===== src/rtl/pc_fetch_stage_pkg.sv =====
// Shared definitions for the fetch stage.
// Holds the machine word type, the bubble encoding, the default reset PC,
// and the helper that forms a J-type jump target.
package pc_fetch_stage_pkg;

  typedef logic [31:0] word_t;

  // sll $0,$0,0 -- the encoding of a pipeline bubble
  localparam word_t NOP_INSTR        = 32'h0000_0000;
  localparam word_t DEFAULT_RESET_PC = 32'h0000_0000;

  // The jump target keeps the upper nibble of the delay-slot PC and
  // word-aligns the 26-bit target field.
  function automatic word_t jump_target(input word_t pcplus4, input logic [25:0] jta);
    return {pcplus4[31:28], jta, 2'b00};
  endfunction

endpackage


===== src/rtl/pc_fetch_stage_if.sv =====
// Fetch-stage bus: hazard controls, decode-stage feedback, and fetch/decode outputs.
//   master : hazard unit / decode / memory side (drives controls, reads results)
//   slave  : the fetch stage itself
interface pc_fetch_stage_if;
  import pc_fetch_stage_pkg::*;

  logic        stall_f;
  logic        stall_d;
  logic        flush_d;
  word_t       instr_f;
  word_t       immsh_d;
  logic        pcsrc_d;
  logic        jump_d;
  logic [25:0] jta_d;

  word_t       pc_f;
  word_t       pcplus4_f;
  word_t       instr_d;
  word_t       pcplus4_d;
  word_t       pcbranch_d;
  logic        valid_d;

  modport master (
    output stall_f, stall_d, flush_d, instr_f, immsh_d, pcsrc_d, jump_d, jta_d,
    input  pc_f, pcplus4_f, instr_d, pcplus4_d, pcbranch_d, valid_d
  );

  modport slave (
    input  stall_f, stall_d, flush_d, instr_f, immsh_d, pcsrc_d, jump_d, jta_d,
    output pc_f, pcplus4_f, instr_d, pcplus4_d, pcbranch_d, valid_d
  );

endinterface


===== src/rtl/flopenrc.sv =====
// Width-parameterised register with synchronous reset, synchronous clear and enable.
// Priority on each rising clock: reset > clear > enable.
//   clk_i   : clock
//   reset_i : synchronous active-high reset, loads ResetVal
//   clr_i   : synchronous clear, loads zero
//   en_i    : load d_i
//   d_i/q_o : data in / registered data out
module flopenrc #(
  parameter int unsigned      Width    = 32,
  parameter logic [Width-1:0] ResetVal = '0
) (
  input  logic             clk_i,
  input  logic             reset_i,
  input  logic             en_i,
  input  logic             clr_i,
  input  logic [Width-1:0] d_i,
  output logic [Width-1:0] q_o
);

  always_ff @(posedge clk_i) begin
    if (reset_i) begin
      q_o <= ResetVal;
    end else if (clr_i) begin
      q_o <= '0;
    end else if (en_i) begin
      q_o <= d_i;
    end
  end

endmodule


===== src/rtl/pc_fetch_stage.sv =====
// Instruction fetch stage: PC register, next-PC selection and the IF/ID register.
//   clk   : rising-edge clock for all state
//   reset : synchronous active-high reset
//   bus   : fetch-stage interface (slave side)
//     in : stall_f, stall_d, flush_d, instr_f, immsh_d, pcsrc_d, jump_d, jta_d
//     out: pc_f, pcplus4_f, instr_d, pcplus4_d, pcbranch_d, valid_d
// Instruction memory is external; pc_f is its address and instr_f its data.
module pc_fetch_stage
  import pc_fetch_stage_pkg::*;
#(
  parameter word_t RESET_PC = DEFAULT_RESET_PC
) (
  input logic             clk,
  input logic             reset,
  pc_fetch_stage_if.slave bus
);

  word_t pc_q;
  word_t pc_d;
  word_t pcplus4_f;
  word_t pcbranch_d;
  word_t instr_d_q;
  word_t pcplus4_d_q;
  logic  valid_d_q;

  always_comb begin
    pcplus4_f  = pc_q + 32'd4;
    pcbranch_d = pcplus4_d_q + bus.immsh_d;
  end

  // Jump wins over a simultaneous branch. A redirect presented while stall_f
  // is high is dropped here; the hazard unit is expected to hold it.
  always_comb begin
    pc_d = pcplus4_f;
    if (bus.jump_d) begin
      pc_d = jump_target(pcplus4_d_q, bus.jta_d);
    end else if (bus.pcsrc_d) begin
      pc_d = pcbranch_d;
    end
  end

  flopenrc #(
    .Width   (32),
    .ResetVal(RESET_PC)
  ) u_pc_reg (
    .clk_i  (clk),
    .reset_i(reset),
    .en_i   (~bus.stall_f),
    .clr_i  (1'b0),
    .d_i    (pc_d),
    .q_o    (pc_q)
  );

  // IF/ID register: flush inserts a bubble and overrides stall_d.
  flopenrc #(
    .Width   (32),
    .ResetVal(NOP_INSTR)
  ) u_instr_d_reg (
    .clk_i  (clk),
    .reset_i(reset),
    .en_i   (~bus.stall_d),
    .clr_i  (bus.flush_d),
    .d_i    (bus.instr_f),
    .q_o    (instr_d_q)
  );

  flopenrc #(
    .Width   (32),
    .ResetVal(32'h0000_0000)
  ) u_pcplus4_d_reg (
    .clk_i  (clk),
    .reset_i(reset),
    .en_i   (~bus.stall_d),
    .clr_i  (bus.flush_d),
    .d_i    (pcplus4_f),
    .q_o    (pcplus4_d_q)
  );

  flopenrc #(
    .Width   (1),
    .ResetVal(1'b0)
  ) u_valid_d_reg (
    .clk_i  (clk),
    .reset_i(reset),
    .en_i   (~bus.stall_d),
    .clr_i  (bus.flush_d),
    .d_i    (1'b1),
    .q_o    (valid_d_q)
  );

  assign bus.pc_f       = pc_q;
  assign bus.pcplus4_f  = pcplus4_f;
  assign bus.instr_d    = instr_d_q;
  assign bus.pcplus4_d  = pcplus4_d_q;
  assign bus.pcbranch_d = pcbranch_d;
  assign bus.valid_d    = valid_d_q;

endmodule


===== src/flat_wrapper.sv =====
// flat-port wrapper written by rule: the top's interface ports become plain ports
module pc_fetch_stage_flat import pc_fetch_stage_pkg::*;
#(
  parameter word_t RESET_PC = DEFAULT_RESET_PC
)
  (clk, reset, bus_stall_f, bus_stall_d, bus_flush_d, bus_instr_f, bus_immsh_d, bus_pcsrc_d, bus_jump_d, bus_jta_d, bus_pc_f, bus_pcplus4_f, bus_instr_d, bus_pcplus4_d, bus_pcbranch_d, bus_valid_d);
  pc_fetch_stage_if bus_i ();
  input logic clk;
  input logic reset;
  input wire logic [$bits(bus_i.stall_f)-1:0] bus_stall_f;
  input wire logic [$bits(bus_i.stall_d)-1:0] bus_stall_d;
  input wire logic [$bits(bus_i.flush_d)-1:0] bus_flush_d;
  input wire logic [$bits(bus_i.instr_f)-1:0] bus_instr_f;
  input wire logic [$bits(bus_i.immsh_d)-1:0] bus_immsh_d;
  input wire logic [$bits(bus_i.pcsrc_d)-1:0] bus_pcsrc_d;
  input wire logic [$bits(bus_i.jump_d)-1:0] bus_jump_d;
  input wire logic [$bits(bus_i.jta_d)-1:0] bus_jta_d;
  output wire logic [$bits(bus_i.pc_f)-1:0] bus_pc_f;
  output wire logic [$bits(bus_i.pcplus4_f)-1:0] bus_pcplus4_f;
  output wire logic [$bits(bus_i.instr_d)-1:0] bus_instr_d;
  output wire logic [$bits(bus_i.pcplus4_d)-1:0] bus_pcplus4_d;
  output wire logic [$bits(bus_i.pcbranch_d)-1:0] bus_pcbranch_d;
  output wire logic [$bits(bus_i.valid_d)-1:0] bus_valid_d;
  assign bus_i.stall_f = bus_stall_f;
  assign bus_i.stall_d = bus_stall_d;
  assign bus_i.flush_d = bus_flush_d;
  assign bus_i.instr_f = bus_instr_f;
  assign bus_i.immsh_d = bus_immsh_d;
  assign bus_i.pcsrc_d = bus_pcsrc_d;
  assign bus_i.jump_d = bus_jump_d;
  assign bus_i.jta_d = bus_jta_d;
  assign bus_pc_f = bus_i.pc_f;
  assign bus_pcplus4_f = bus_i.pcplus4_f;
  assign bus_instr_d = bus_i.instr_d;
  assign bus_pcplus4_d = bus_i.pcplus4_d;
  assign bus_pcbranch_d = bus_i.pcbranch_d;
  assign bus_valid_d = bus_i.valid_d;
  pc_fetch_stage #(.RESET_PC(RESET_PC)) u_core (.clk(clk), .reset(reset), .bus(bus_i));
endmodule

===== config.mk =====
export PLATFORM = sky130hd
export DESIGN_NAME = pc_fetch_stage_flat
export DESIGN_NICKNAME = d
export VERILOG_FILES = /design/src/rtl/pc_fetch_stage_pkg.sv /design/src/rtl/pc_fetch_stage_if.sv /design/src/rtl/flopenrc.sv /design/src/rtl/pc_fetch_stage.sv /design/src/flat_wrapper.sv
export SDC_FILE = /design/constraint.sdc
export NUM_CORES = 1
export LEC_CHECK = 0
export ABC_AREA = 1
export CAP_MARGIN = 10
export CELL_PAD_IN_SITES_DETAIL_PLACEMENT = 1
export CELL_PAD_IN_SITES_GLOBAL_PLACEMENT = 1
export CORE_MARGIN = 8
export CORE_UTILIZATION = 30
export CTS_CLUSTER_DIAMETER = 80
export DETAILED_ROUTE_END_ITERATION = 6
export PLACE_DENSITY = 0.79
export SETUP_SLACK_MARGIN = 0.2
export SYNTH_ARGS = -nofsm -noshare
export SYNTH_HDL_FRONTEND = slang
export SYNTH_SLANG_ARGS = --single-unit

===== constraint.sdc =====
create_clock -name clk -period 3.2 [get_ports clk]
set_input_delay 0.64 -clock clk [delete_from_list [all_inputs] [get_ports clk]]
set_output_delay 0.64 -clock clk [all_outputs]
set_load 0.1 [all_outputs]

==> out/metrics.csv, run 1 <==
stage,metric,value,unit
run_status,outcome,"complete, no violations",
pwr,finalPower,5.18,mW
global_route,antenna_found_initial,1,
global_route,grt_max_degree,64,
yosys,synth-compound-area-share,16.2,%
place,hpwl,27700,um
clock_network,path_clk_slew,0.07,ns
floorplanning,dieHeight,166,um
detailed_routing,ant_nets,0,
yosys,synth_edf_count,0,
timing,setup_ws,0.0422,ns
global_route,grt_pass1_wl,56700,um
yosys,synth_xor_xnor_area_share,5.58,%
worst_setup_path,crit_arrival,2.52,ns
timing,hold_viol,0,
global_route,track_usage,25.8,%
floorplanning,pin_count,258,
finish,multi_input_comb_area,0.00577,mm^2
detailed_routing,drt-vias-per-instance,5.16,
finish,synthToLayoutAreaGrowth,87.5,%
yosys,syn-cell-area,0.00679,mm^2
timing,finalSetupTns,0,ns
clock_network,cts.sinks,97,
floorplanning,initial_core_util,30.3,%
clock_network,hold_buffers,0,
floorplanning,core_area,0.0224,mm^2
place,place_ws,-0.522,ns
floorplanning,dieArea,0.0277,mm^2
worst_setup_path,startpoint_type,input pin,
yosys,synth-adder-area-share,6.19,%
worst_setup_path,critPathBufInv,4,
yosys,synth-simple-area-share,34.0,%
worst_setup_path,cpMaxStageDelayCell,fa_2,
place,portBuffers,257,
finish,final-seq-area,0.00202,mm^2
finish,drive_gt1_share,43.1,%
worst_setup_path,reg2reg_depth,18,
worst_setup_path,r2r-start,u_core.u_pcplus4_d_reg.q_o[24],
yosys,syn-mean-instance-area,6.31,um^2
worst_setup_path,cp-endpoint,bus_pcbranch_d[18],
yosys,synth_nets,1206,
detailed_routing,wl,37900,um
worst_setup_path,crit_required,2.56,ns
detailed_routing,wl_per_cell,21.9,um
timing,worstMarginPinSlew,0.586,ns
timing,max_freq,317,MHz
detailed_routing,vias,8938,
yosys,synth_mux_area_share,0,%
yosys,ys_warn_count,0,
yosys,ys_ff_latch,97,
pwr,p_leak,6.07,nW
timing,min_period_over_period,98.7,%
yosys,ys_seq_area_share,28.6,%
worst_setup_path,cpMostUsedCell,nand2_4,
timing,setup_viol,0,
detailed_routing,drt_first_pass_iters,5,
worst_setup_path,crit_path_cell_trace,buf_6 > ha_4 > inv_2 > fa_2 > nand3b_1 > nand2_4 > nand2_4 > nand2_4 > a21oi_2 > inv_2 > nand2_2 > nand3b_1 > and2_4 > buf_12,
worst_setup_path,worstSetupPathType,input pin to output pin,
worst_setup_path,cp.depth,14,
clock_network,clock-root-buffer,clkbuf_16,
global_route,grt_pass1_vias,9897,
timing,period_minus_slack,3.16,ns
worst_setup_path,cp_top_family,simple AND/OR/NAND/NOR gates,
place,gp_congestion,0.865,
yosys,synthDistinctLibCells,43,
clock_network,cts_tree,yes,
detailed_routing,drc_errors,0,
worst_setup_path,reg2reg_slack,0.37,ns
detailed_routing,drtIter0Drc,398,
timing,slew-limit-headroom,61.0,%
global_route,overflow,0,
yosys,async_reset_ff_share,0,%
worst_setup_path,cp_max_fo,4,
clock_network,cts_buffer_depth,2,
finish,fin_util,56.7,%
worst_setup_path,crit_start,bus_immsh_d[0],
worst_setup_path,r2r-end,u_core.u_pc_reg.q_o[27],
flow_run,max-cap-violations,0,
clock_network,clock_latency,0.35,ns
timing,skew,0.0126,ns
finish,nets,1571,
worst_setup_path,endpoint_kind,output pin,
clock_network,htree_levels,3,
yosys,synth_cells,1076,
clock_network,numCtsBuffers,9,
timing,slew_violations,0,
yosys,ys.flop_type,dfxtp_1,
yosys,synth_top_family_by_area,simple AND/OR/NAND/NOR gates,
pwr,vdd_drop_max,234,uV
worst_setup_path,cpPeakStageDelay,0.33,ns
min_path,hp-class,register to register,
pwr,power.density_cell_area,407,mW/mm^2
finish,fill_cells,2742,
timing,rsz0062_at_grt,true,
floorplanning,rows,55,
floorplanning,chipWidth,166,um
registers in the layout, indices dropped and copies added, names as in the netlist:
signal                      flops
u_core.u_instr_d_reg.q_o       32
u_core.u_valid_d_reg.q_o        1
u_core.u_pcplus4_d_reg.q_o     32
u_core.u_pc_reg.q_o            32
layout by cell type (no fill, tap or decap), types with 5 or more instances in the layout:
cell and n:
ha_4 28, o21ai_1 7, nand4_1 8, xor2_2 6, nand3b_1 8, clkdlybuf4s50_1 64
clkbuf_16 9, inv_1 114, buf_12 48, dfxtp_2 50, xor2_4 17, nor2_1 87
nand3_1 37, dlygate4sd2_1 25, nor2_4 12, xnor2_4 7, and2_4 14, nand2_4 18
xnor2_2 5, a31oi_1 9, a21oi_2 18, o21ai_0 55, a21oi_4 11, nor3_1 7
dfxtp_1 43, o21bai_1 5, a21oi_1 80, nand2_2 53, buf_4 233, nor2_2 22
inv_2 12, nand2_1 245, nand3_2 9, buf_6 16
synthesized netlist by cell type, drive strengths merged, types with 9 or more instances:
library cell  count  area, um^2
nand2           316        1220
ha               32         400
inv             126         473
a21oi           109         549
o21bai           10        75.1
and2             16         100
o21ai            63         315
dfxtp            97        1940
nor3             12        76.3
xnor2            14         138
clkbuf           32         120
a31oi             9        56.3
nand3            49         260
nor2            122         514
xor2             25         241
worst register-to-register path, cell delays in order, from the launching register on:
cell	delay, ns
dfxtp_2	0.40
ha_4	0.23
a21oi_2	0.17
nor2_1	0.09
buf_4	0.13
nor2_1	0.11
nand2_1	0.14
a21oi_4	0.16
nand3b_1	0.12
buf_4	0.15
buf_4	0.13
buf_4	0.12
buf_4	0.12
buf_4	0.12
buf_4	0.12
buf_4	0.12
buf_4	0.12
nand3_2	0.09
a21oi_1	0.07
cell families (layout without fill, tap and decap cells):
| logic type | after synthesis | after routing |
|---|---|---|
| flops | 97 | 97 |
| compound gates | 205 | 205 |
| xor+xnor | 39 | 39 |
| buf+inv | 167 | 537 |
| simple gates | 535 | 535 |
| other cells | 0 | 1 |
| fa+ha+maj | 33 | 33 |
through the flow:
stage          std cells  cell area [um^2]  hold slack (ns)
2_1_floorplan       1076              7410            0.628
3_3_place_gp        1683             11200            0.451
3_5_place_dp        1683             11200            0.459
4_1_cts             1722             12500            0.471
5_1_grt             1732             12700            0.486
6_report            1732             12700            0.469
layout make-up:
cell class              instances  share of cell area [%]
inverters                     129                    3.80
multi-input cells             812                    45.3
repair buffers                392                    29.8
clock inverters                 7                   0.609
clock buffers                   9                    1.77
well taps                     285                    2.80
diodes                          1                  0.0197
flip-flops and latches         97                    15.9
what timing repair did:
| item | 4_1_cts | 5_1_grt |
|---|---|---|
| pin swaps | 68 | 21 |
| setup endpoints to repair | 28 | 28 |
| gates cloned | 0 | 0 |
| buffers inserted | 23 | 9 |
| resized for setup | 234 | 43 |
report_power, final:
| part | switching [mW] | internal, mW | leakage [nW] |
|---|---|---|---|
| Combinational | 1.77 | 0.898 | 5.10 |
| Clock | 0.531 | 0.618 | 0.152 |
| Sequential | 0.0999 | 1.27 | 0.817 |
| Total | 2.40 | 2.79 | 6.07 |
metal layers:
layer	GRT usage (%)	vias up	share of wire, %
li1	-	4177	-
met1	28.1	4382	39
met2	47.6	306	51
met3	7.19	73	7.0
met4	8.46	0	3.2
met5	0	-	0
how the worst min path moves through the flow:
stage | from | end | slack [ns] | depth (start not counted)
5_1_grt | u_core.u_instr_d_reg.q_o[4] | u_core.u_instr_d_reg.q_o[4] | 0.49 | 2
2_1_floorplan | u_core.u_pcplus4_d_reg.q_o[0] | u_core.u_pcplus4_d_reg.q_o[0] | 0.63 | 2
3_5_place_dp | u_core.u_instr_d_reg.q_o[26] | u_core.u_instr_d_reg.q_o[26] | 0.46 | 2
3_3_place_gp | u_core.u_instr_d_reg.q_o[11] | u_core.u_instr_d_reg.q_o[11] | 0.45 | 2
6_report | u_core.u_instr_d_reg.q_o[26] | u_core.u_instr_d_reg.q_o[26] | 0.47 | 2
4_1_cts | u_core.u_instr_d_reg.q_o[26] | u_core.u_instr_d_reg.q_o[26] | 0.47 | 2
Note: power is estimated with default switching activity, not from simulation.
==> inputs of run 2 (changes only) <==
--- a/config.mk
+++ b/config.mk
@@ -6,7 +6,7 @@
 export NUM_CORES = 1
 export LEC_CHECK = 0
 export ABC_AREA = 1
-export CAP_MARGIN = 10
+export CAP_MARGIN = 20
 export CELL_PAD_IN_SITES_DETAIL_PLACEMENT = 1
 export CELL_PAD_IN_SITES_GLOBAL_PLACEMENT = 1
 export CORE_MARGIN = 8
@@ -14,7 +14,6 @@
 export CTS_CLUSTER_DIAMETER = 80
 export DETAILED_ROUTE_END_ITERATION = 6
 export PLACE_DENSITY = 0.79
-export SETUP_SLACK_MARGIN = 0.2
 export SYNTH_ARGS = -nofsm -noshare
 export SYNTH_HDL_FRONTEND = slang
 export SYNTH_SLANG_ARGS = --single-unit
==> out/metrics.csv, run 2 (synthesis results as in run 1) <==
stage,metric,value,unit,change
floorplanning,core_area,0.0224,mm^2,unchanged
worst_setup_path,worstSetupPathType,input pin to output pin,,
worst_setup_path,startpoint_type,input pin,,
floorplanning,dieHeight,166,um,unchanged
timing,min_period_over_period,99.6,%,+0.87 points
detailed_routing,drt_first_pass_iters,4,,-1
clock_network,numCtsBuffers,9,,unchanged
detailed_routing,drc_errors,0,,unchanged
timing,max_freq,314,MHz,-0.88%
finish,drive_gt1_share,40.0,%,-3.1 points
pwr,finalPower,5.10,mW,-1.6%
finish,reg_top3,"u_core.u_instr_d_reg.q_o x32, u_core.u_pc_reg.q_o x32, u_core.u_pcplus4_d_reg.q_o x32",,
clock_network,cts_tree,yes,,
timing,finalSetupTns,0,ns,unchanged
finish,fill_cells,2701,,-1.5%
flow_run,max-cap-violations,0,,unchanged
pwr,power.density_cell_area,408,mW/mm^2,+0.15%
global_route,antenna_found_initial,1,,unchanged
floorplanning,initial_core_util,30.3,%,unchanged
place,portBuffers,257,,unchanged
run_status,outcome,"complete, no violations",,
finish,multi_input_comb_area,0.00559,mm^2,-3.1%
clock_network,clock_latency,0.35,ns,about the same
timing,setup_viol,0,,unchanged
pwr,vdd_drop_max,239,uV,+2.3%
clock_network,hold_buffers,0,,unchanged
timing,hold_viol,0,,unchanged
timing,worstMarginPinSlew,0.704,ns,+0.118 ns
finish,synthToLayoutAreaGrowth,84.3,%,
global_route,overflow,0,,unchanged
worst_setup_path,cp_max_fo,4,,unchanged
timing,slew_violations,0,,unchanged
clock_network,cts_buffer_depth,2,,unchanged
floorplanning,rows,55,,unchanged
min_path,hp-class,register to register,,
pwr,pwr-share-seq,26.7,%,+0.2 points
clock_network,path_clk_slew,0.07,ns,about the same
place,hpwl,27400,um,-1.3%
worst_setup_path,crit_path_cell_trace,buf_4 > ha_4 > inv_2 > fa_2 > nand3b_1 > nand2_4 > nand2_4 > nand2_4 > a21oi_2 > inv_2 > nand2_1 > nand2_1 > nand2_1 > and2_4 > buf_12,,
finish,nets,1567,,-0.25%
pwr,power_frac_comb,51.4,%,about the same
pwr,p_sw,2.34,mW,-2.2%
detailed_routing,ant_nets,0,,unchanged
place,place_ws,-0.619,ns,-0.0965 ns
clock_network,htree_levels,3,,unchanged
pwr,p_leak,6.04,nW,-0.58%
clock_network,cts.sinks,97,,unchanged
global_route,grt_pass1_vias,9620,,-2.8%
worst_setup_path,cpMaxStageDelayCell,fa_2,,
timing,slew-limit-headroom,53.1,%,-7.9 points
worst_setup_path,endpoint_kind,output pin,,
floorplanning,pin_count,258,,unchanged
timing,rsz0062_at_grt,true,,
clock_network,clock-root-buffer,clkbuf_16,,
timing,skew,0.00713,ns,-0.00544 ns
global_route,grt_max_degree,67,,+4.7%
floorplanning,chipWidth,166,um,unchanged
finish,final-seq-area,0.00200,mm^2,-0.87%
worst_setup_path,cpPeakStageDelay,0.35,ns,+0.02 ns
pwr,p_clk_share,21.9,%,-0.2 points
timing,setup_ws,0.0143,ns,-0.0279 ns
pwr,swShare,45.9,%,-0.31 points
place,gp_congestion,0.864,,-0.16%
detailed_routing,drtIter0Drc,397,,-0.25%
finish,layout_common_cells,"264 x nand2_1, 243 x buf_4, 115 x inv_1",,
global_route,track_usage,24.9,%,-0.95 points
timing,hold_slack,0.469,ns,-0.000614 ns
timing,period_minus_slack,3.19,ns,+0.0279 ns
detailed_routing,wl_per_cell,21.0,um,-3.8%
detailed_routing,wl,36300,um,-4.0%
worst_setup_path,crit_arrival,2.55,ns,+0.03 ns
floorplanning,dieArea,0.0277,mm^2,unchanged
pwr,p_int,2.76,mW,-0.98%
worst_setup_path,crit_required,2.56,ns,about the same
finish,final_common_cell,nand2_1,,
global_route,grt_pass1_wl,54500,um,-3.8%
detailed_routing,drt-vias-per-instance,5.03,,-2.5%
detailed_routing,vias,8695,,-2.7%
-- run 2: cell types whose count changed in the layout (fill, tap and decap cells not counted), moves of 3 or more --
cell / previous run / this run
and2_4: 14 / 10
buf_6: 16 / 0
clkdlybuf4s50_1: 64 / 69
nand2_1: 245 / 264
buf_4: 233 / 243
a21oi_4: 11 / 8
dlymetal6s2s_1: 0 / 11
nor2_4: 12 / 9
and2_2: 0 / 4
nand2_2: 53 / 35
dlygate4sd2_1: 25 / 13
nor2_1: 87 / 90
dfxtp_2: 50 / 42
dfxtp_1: 43 / 53
-- run 2: per-layer routing --
metal,track usage [%],share of wire (%),vias up
met5,0,0.028,-
met4,10.3,3.8,2
met3,6.26,6.5,77
met2,45.1,51,261
met1,27.3,39,4200
li1,-,-,4155
-- run 2: cell type report --
| cell class | instances | area share [%] |
|---|---|---|
| Clock inverter | 6 | 0.550 |
| Timing Repair Buffer | 388 | 30.2 |
| Antenna cell | 1 | 0.0200 |
| Tap cell | 285 | 2.85 |
| Multi-Input combinational cell | 812 | 44.7 |
| Clock buffer | 10 | 1.83 |
| Sequential cell | 97 | 16.0 |
| Inverter | 129 | 3.87 |
-- run 2: worst paths after layout --
check | from | to | slack (ns) | depth (start not counted)
setup / recovery | bus_immsh_d[0] | bus_pcbranch_d[18] | 0.01 | 15
hold / removal | u_core.u_instr_d_reg.q_o[30] | u_core.u_instr_d_reg.q_o[30] | 0.47 | 2
setup reg to reg | u_core.u_pcplus4_d_reg.q_o[0] | u_core.u_pc_reg.q_o[24] | 0.13 | 23
hold reg to reg | u_core.u_instr_d_reg.q_o[30] | u_core.u_instr_d_reg.q_o[30] | 0.47 | 2
-- run 2: per-stage QoR --
stage | area, um^2 | instances | utilization, %
floorplan | 7340 | 1076 | -
detailed placement | 11000 | 1675 | 49.2
global placement | 11000 | 1675 | 49.2
CTS | 12200 | 1720 | 54.2
finish | 12500 | 1728 | 55.8
global route | 12500 | 1727 | 55.8
-- run 2: timing repair --
| item | 4_1_cts | 5_1_grt |
|---|---|---|
| setup endpoints to repair | 27 | 24 |
| pin swaps | 34 | 27 |
| cloned | 0 | 0 |
| buffers inserted | 29 | 7 |
| gates resized for setup | 143 | 77 |
-- run 2: power groups by stage --
stage          logic (mW)  registers [mW]  clock network (mW)
4_1_cts              2.55            1.36                1.14
3_5_place_dp         2.41            1.38                   0
2_1_floorplan        1.12            1.78                   0
3_3_place_gp         2.39            1.38                   0
6_report             2.62            1.36                1.12
5_1_grt              2.72            1.37                1.17
-- run 2: worst max-delay path, delay by kind of cell --
kind / cells / cell delay, ns
fa+ha+maj: 2 / 0.48
simple gates: 8 / 0.91
compound gates: 1 / 0.07
buf+inv: 4 / 0.42
==> inputs of run 3 (changes only) <==
--- a/config.mk
+++ b/config.mk
@@ -14,6 +14,7 @@
 export CTS_CLUSTER_DIAMETER = 80
 export DETAILED_ROUTE_END_ITERATION = 6
 export PLACE_DENSITY = 0.79
+export SKIP_LAST_GASP = 1
 export SYNTH_ARGS = -nofsm -noshare
 export SYNTH_HDL_FRONTEND = slang
 export SYNTH_SLANG_ARGS = --single-unit
==> out/metrics.csv, run 3 (synthesis results as in run 1) <==
stage,metric,value,unit,change
finish,layout_common_cells,"266 x nand2_1, 241 x buf_4, 116 x inv_1",,
clock_network,cts.sinks,97,,unchanged
floorplanning,pin_count,258,,unchanged
run_status,outcome,"complete, no violations",,
global_route,antenna_found_initial,1,,unchanged
finish,final_design_area_no_fill,0.0125,mm^2,about the same
floorplanning,chipWidth,166,um,unchanged
global_route,grt_max_degree,67,,unchanged
finish,fin_util,55.8,%,about the same
detailed_routing,routedLengthMet1,14300,um,+0.89%
min_path,hp-start,u_core.u_instr_d_reg.q_o[31],,
clock_network,hold_buffers,0,,unchanged
detailed_routing,ant_nets,0,,unchanged
floorplanning,rows,55,,unchanged
finish,multi_input_comb_area,0.00560,mm^2,+0.16%
pwr,p_leak,6.08,nW,+0.65%
flow_run,max-cap-violations,0,,unchanged
worst_setup_path,cpPeakStageDelay,0.27,ns,-0.08 ns
clock_network,htree_levels,3,,unchanged
pwr,swShare,46.0,%,+0.080 points
detailed_routing,wl,37300,um,+2.6%
timing,skew,0.00801,ns,+0.000879 ns
floorplanning,initial_core_util,30.3,%,unchanged
worst_setup_path,r2r-start,u_core.u_pcplus4_d_reg.q_o[0],,
worst_setup_path,cp_max_fo,4,,unchanged
place,gp_congestion,0.864,,unchanged
floorplanning,dieHeight,166,um,unchanged
timing,setup_viol,0,,unchanged
global_route,grt_pass1_vias,9657,,+0.38%
finish,final-seq-area,0.00200,mm^2,unchanged
worst_setup_path,crit_arrival,3.43,ns,+0.88 ns
pwr,p_int,2.76,mW,about the same
pwr,p_sw,2.35,mW,+0.26%
clock_network,clock_latency,0.35,ns,about the same
place,hpwl,27400,um,unchanged
detailed_routing,wl_met2,18700,um,+1.6%
worst_setup_path,reg2reg_slack,0.10,ns,-0.03 ns
detailed_routing,wl_per_cell,21.6,um,+2.8%
detailed_routing,drt_first_pass_iters,4,,unchanged
global_route,grt_pass1_wl,54600,um,+0.17%
timing,min_period_over_period,99.8,%,+0.21 points
timing,max_freq,313,MHz,-0.22%
timing,period_minus_slack,3.19,ns,+0.00686 ns
clock_network,numCtsBuffers,9,,unchanged
place,placed_cell_area,0.0110,mm^2,unchanged
worst_setup_path,crit_start,bus_immsh_d[11],,
pwr,p_clk_share,21.8,%,about the same
timing,finalSetupTns,0,ns,unchanged
floorplanning,core_area,0.0224,mm^2,unchanged
clock_network,cts_buffer_depth,2,,unchanged
min_path,hp-class,register to register,,
timing,worstMarginPinSlew,0.729,ns,+0.0253 ns
pwr,pwr-share-seq,26.7,%,about the same
pwr,power.density_cell_area,408,mW/mm^2,+0.12%
worst_setup_path,crit_required,3.43,ns,+0.87 ns
worst_setup_path,worstSetupPathType,input pin to register,,
timing,slew-limit-headroom,51.4,%,-1.7 points
finish,drive_gt1_share,39.8,%,-0.22 points
finish,final_common_cell,nand2_1,,
pwr,power_frac_comb,51.5,%,about the same
worst_setup_path,startpoint_type,input pin,,
timing,hold_slack,0.469,ns,+0.000228 ns
detailed_routing,drc_errors,0,,unchanged
detailed_routing,vias,8852,,+1.8%
min_path,min_to,u_core.u_instr_d_reg.q_o[31],,
floorplanning,dieArea,0.0277,mm^2,unchanged
min_path,hold_path_depth,2,,unchanged
worst_setup_path,cpMostUsedCell,buf_4,,
pwr,vdd_drop_max,239,uV,about the same
detailed_routing,drtIter0Drc,415,,+4.5%
clock_network,clock-root-buffer,clkbuf_16,,
worst_setup_path,endpoint_kind,register,,
worst_setup_path,cpMaxStageDelayCell,dlygate4sd2_1,,
worst_setup_path,r2r-end,u_core.u_pc_reg.q_o[30],,
timing,hold_viol,0,,unchanged
finish,fill_cells,2697,,-0.15%
worst_setup_path,reg2reg_depth,21,,-8.7%
finish,reg_top3,"u_core.u_instr_d_reg.q_o x32, u_core.u_pc_reg.q_o x32, u_core.u_pcplus4_d_reg.q_o x32",,
worst_setup_path,crit_path_cell_trace,dlygate4sd2_1 > ha_4 > a21oi_2 > o21ai_0 > a21oi_2 > nand2_2 > nand2_4 > nand3b_1 > buf_4 > buf_4 > buf_4 > buf_4 > buf_4 > buf_4 > buf_4 > buf_4 > buf_4 > buf_4 > nand3_2 > a21oi_1,,
pwr,finalPower,5.11,mW,about the same
clock_network,cts_tree,yes,,
timing,slew_violations,0,,unchanged
detailed_routing,drt-vias-per-instance,5.13,,+1.9%
place,portBuffers,257,,unchanged
clock_network,path_clk_slew,0.07,ns,about the same
detailed_routing,highest_layer,met5,,
global_route,overflow,0,,unchanged
detailed_routing,wl_met3,2660,um,+12%
finish,synthToLayoutAreaGrowth,84.2,%,about the same
finish,nets,1565,,-0.13%
timing,rsz0062_at_grt,true,,
global_route,track_usage,24.9,%,+0.049 points
-- run 3: changes by cell type in the layout (fill, tap and decap cells not counted), sizes merged --
cell and delta:
dlymetal6s2s +3, buf -2, clkdlybuf4s50 -3, clkbuf +1
clkdlybuf4s15 -1
-- run 3: worst max path at each step --
| stage | slack [ns] | depth (start not counted) | to |
|---|---|---|---|
| after global routing | -0.09 | 20 | u_core.u_pc_reg.q_o[24] |
| after floorplan | -0.05 | 8 | bus_pcplus4_f[25] |
| after global placement | -0.56 | 15 | bus_pcbranch_d[30] |
| after detailed placement | -0.62 | 15 | bus_pcbranch_d[22] |
| after CTS | -0.03 | 22 | u_core.u_pc_reg.q_o[24] |
| final | 0.007 | 20 | u_core.u_pc_reg.q_o[24] |
-- run 3: layout make-up --
cell class | count | area share (%)
inverter | 129 | 3.87
clock buffer | 10 | 1.83
sequential | 97 | 16.0
antenna | 1 | 0.0200
timing repair buffer | 386 | 30.1
multi-input combinational | 812 | 44.7
clock inverter | 6 | 0.550
tap | 285 | 2.85
-- run 3: per-layer routing --
layer / vias up / global-route usage [%]
met1: 4260 / 27.3
met2: 334 / 45.2
met4: 2 / 10.6
met5: - / 0
li1: 4152 / -
met3: 104 / 6.15
-- run 3: what timing repair did --
item,4_1_cts,5_1_grt
resized for setup,142,79
endpoints found under the setup margin,27,24
pin swaps,34,26
setup buffers,29,5
-- run 3: power groups by stage --
stage | Combinational (mW) | Sequential, mW | Clock [mW]
2_1_floorplan | 1.12 | 1.78 | 0
3_3_place_gp | 2.39 | 1.38 | 0
3_5_place_dp | 2.41 | 1.38 | 0
4_1_cts | 2.55 | 1.36 | 1.14
5_1_grt | 2.73 | 1.37 | 1.17
6_report | 2.63 | 1.36 | 1.11
-- run 3: critical path, delay by kind of cell --
kind	cells	cell delay [ns]
AOI/OAI and AO/OA	4	0.61
adders and majority gates	1	0.25
and+or+nand+nor	4	0.41
buffers and inverters	11	1.52
-- run 3: metrics by stage --
stage	cells	setup slack (ns)
floorplan	1076	-0.0511
global placement	1675	-0.564
detailed placement	1675	-0.619
CTS	1720	-0.0254
global route	1725	-0.0917
finish	1726	0.00745
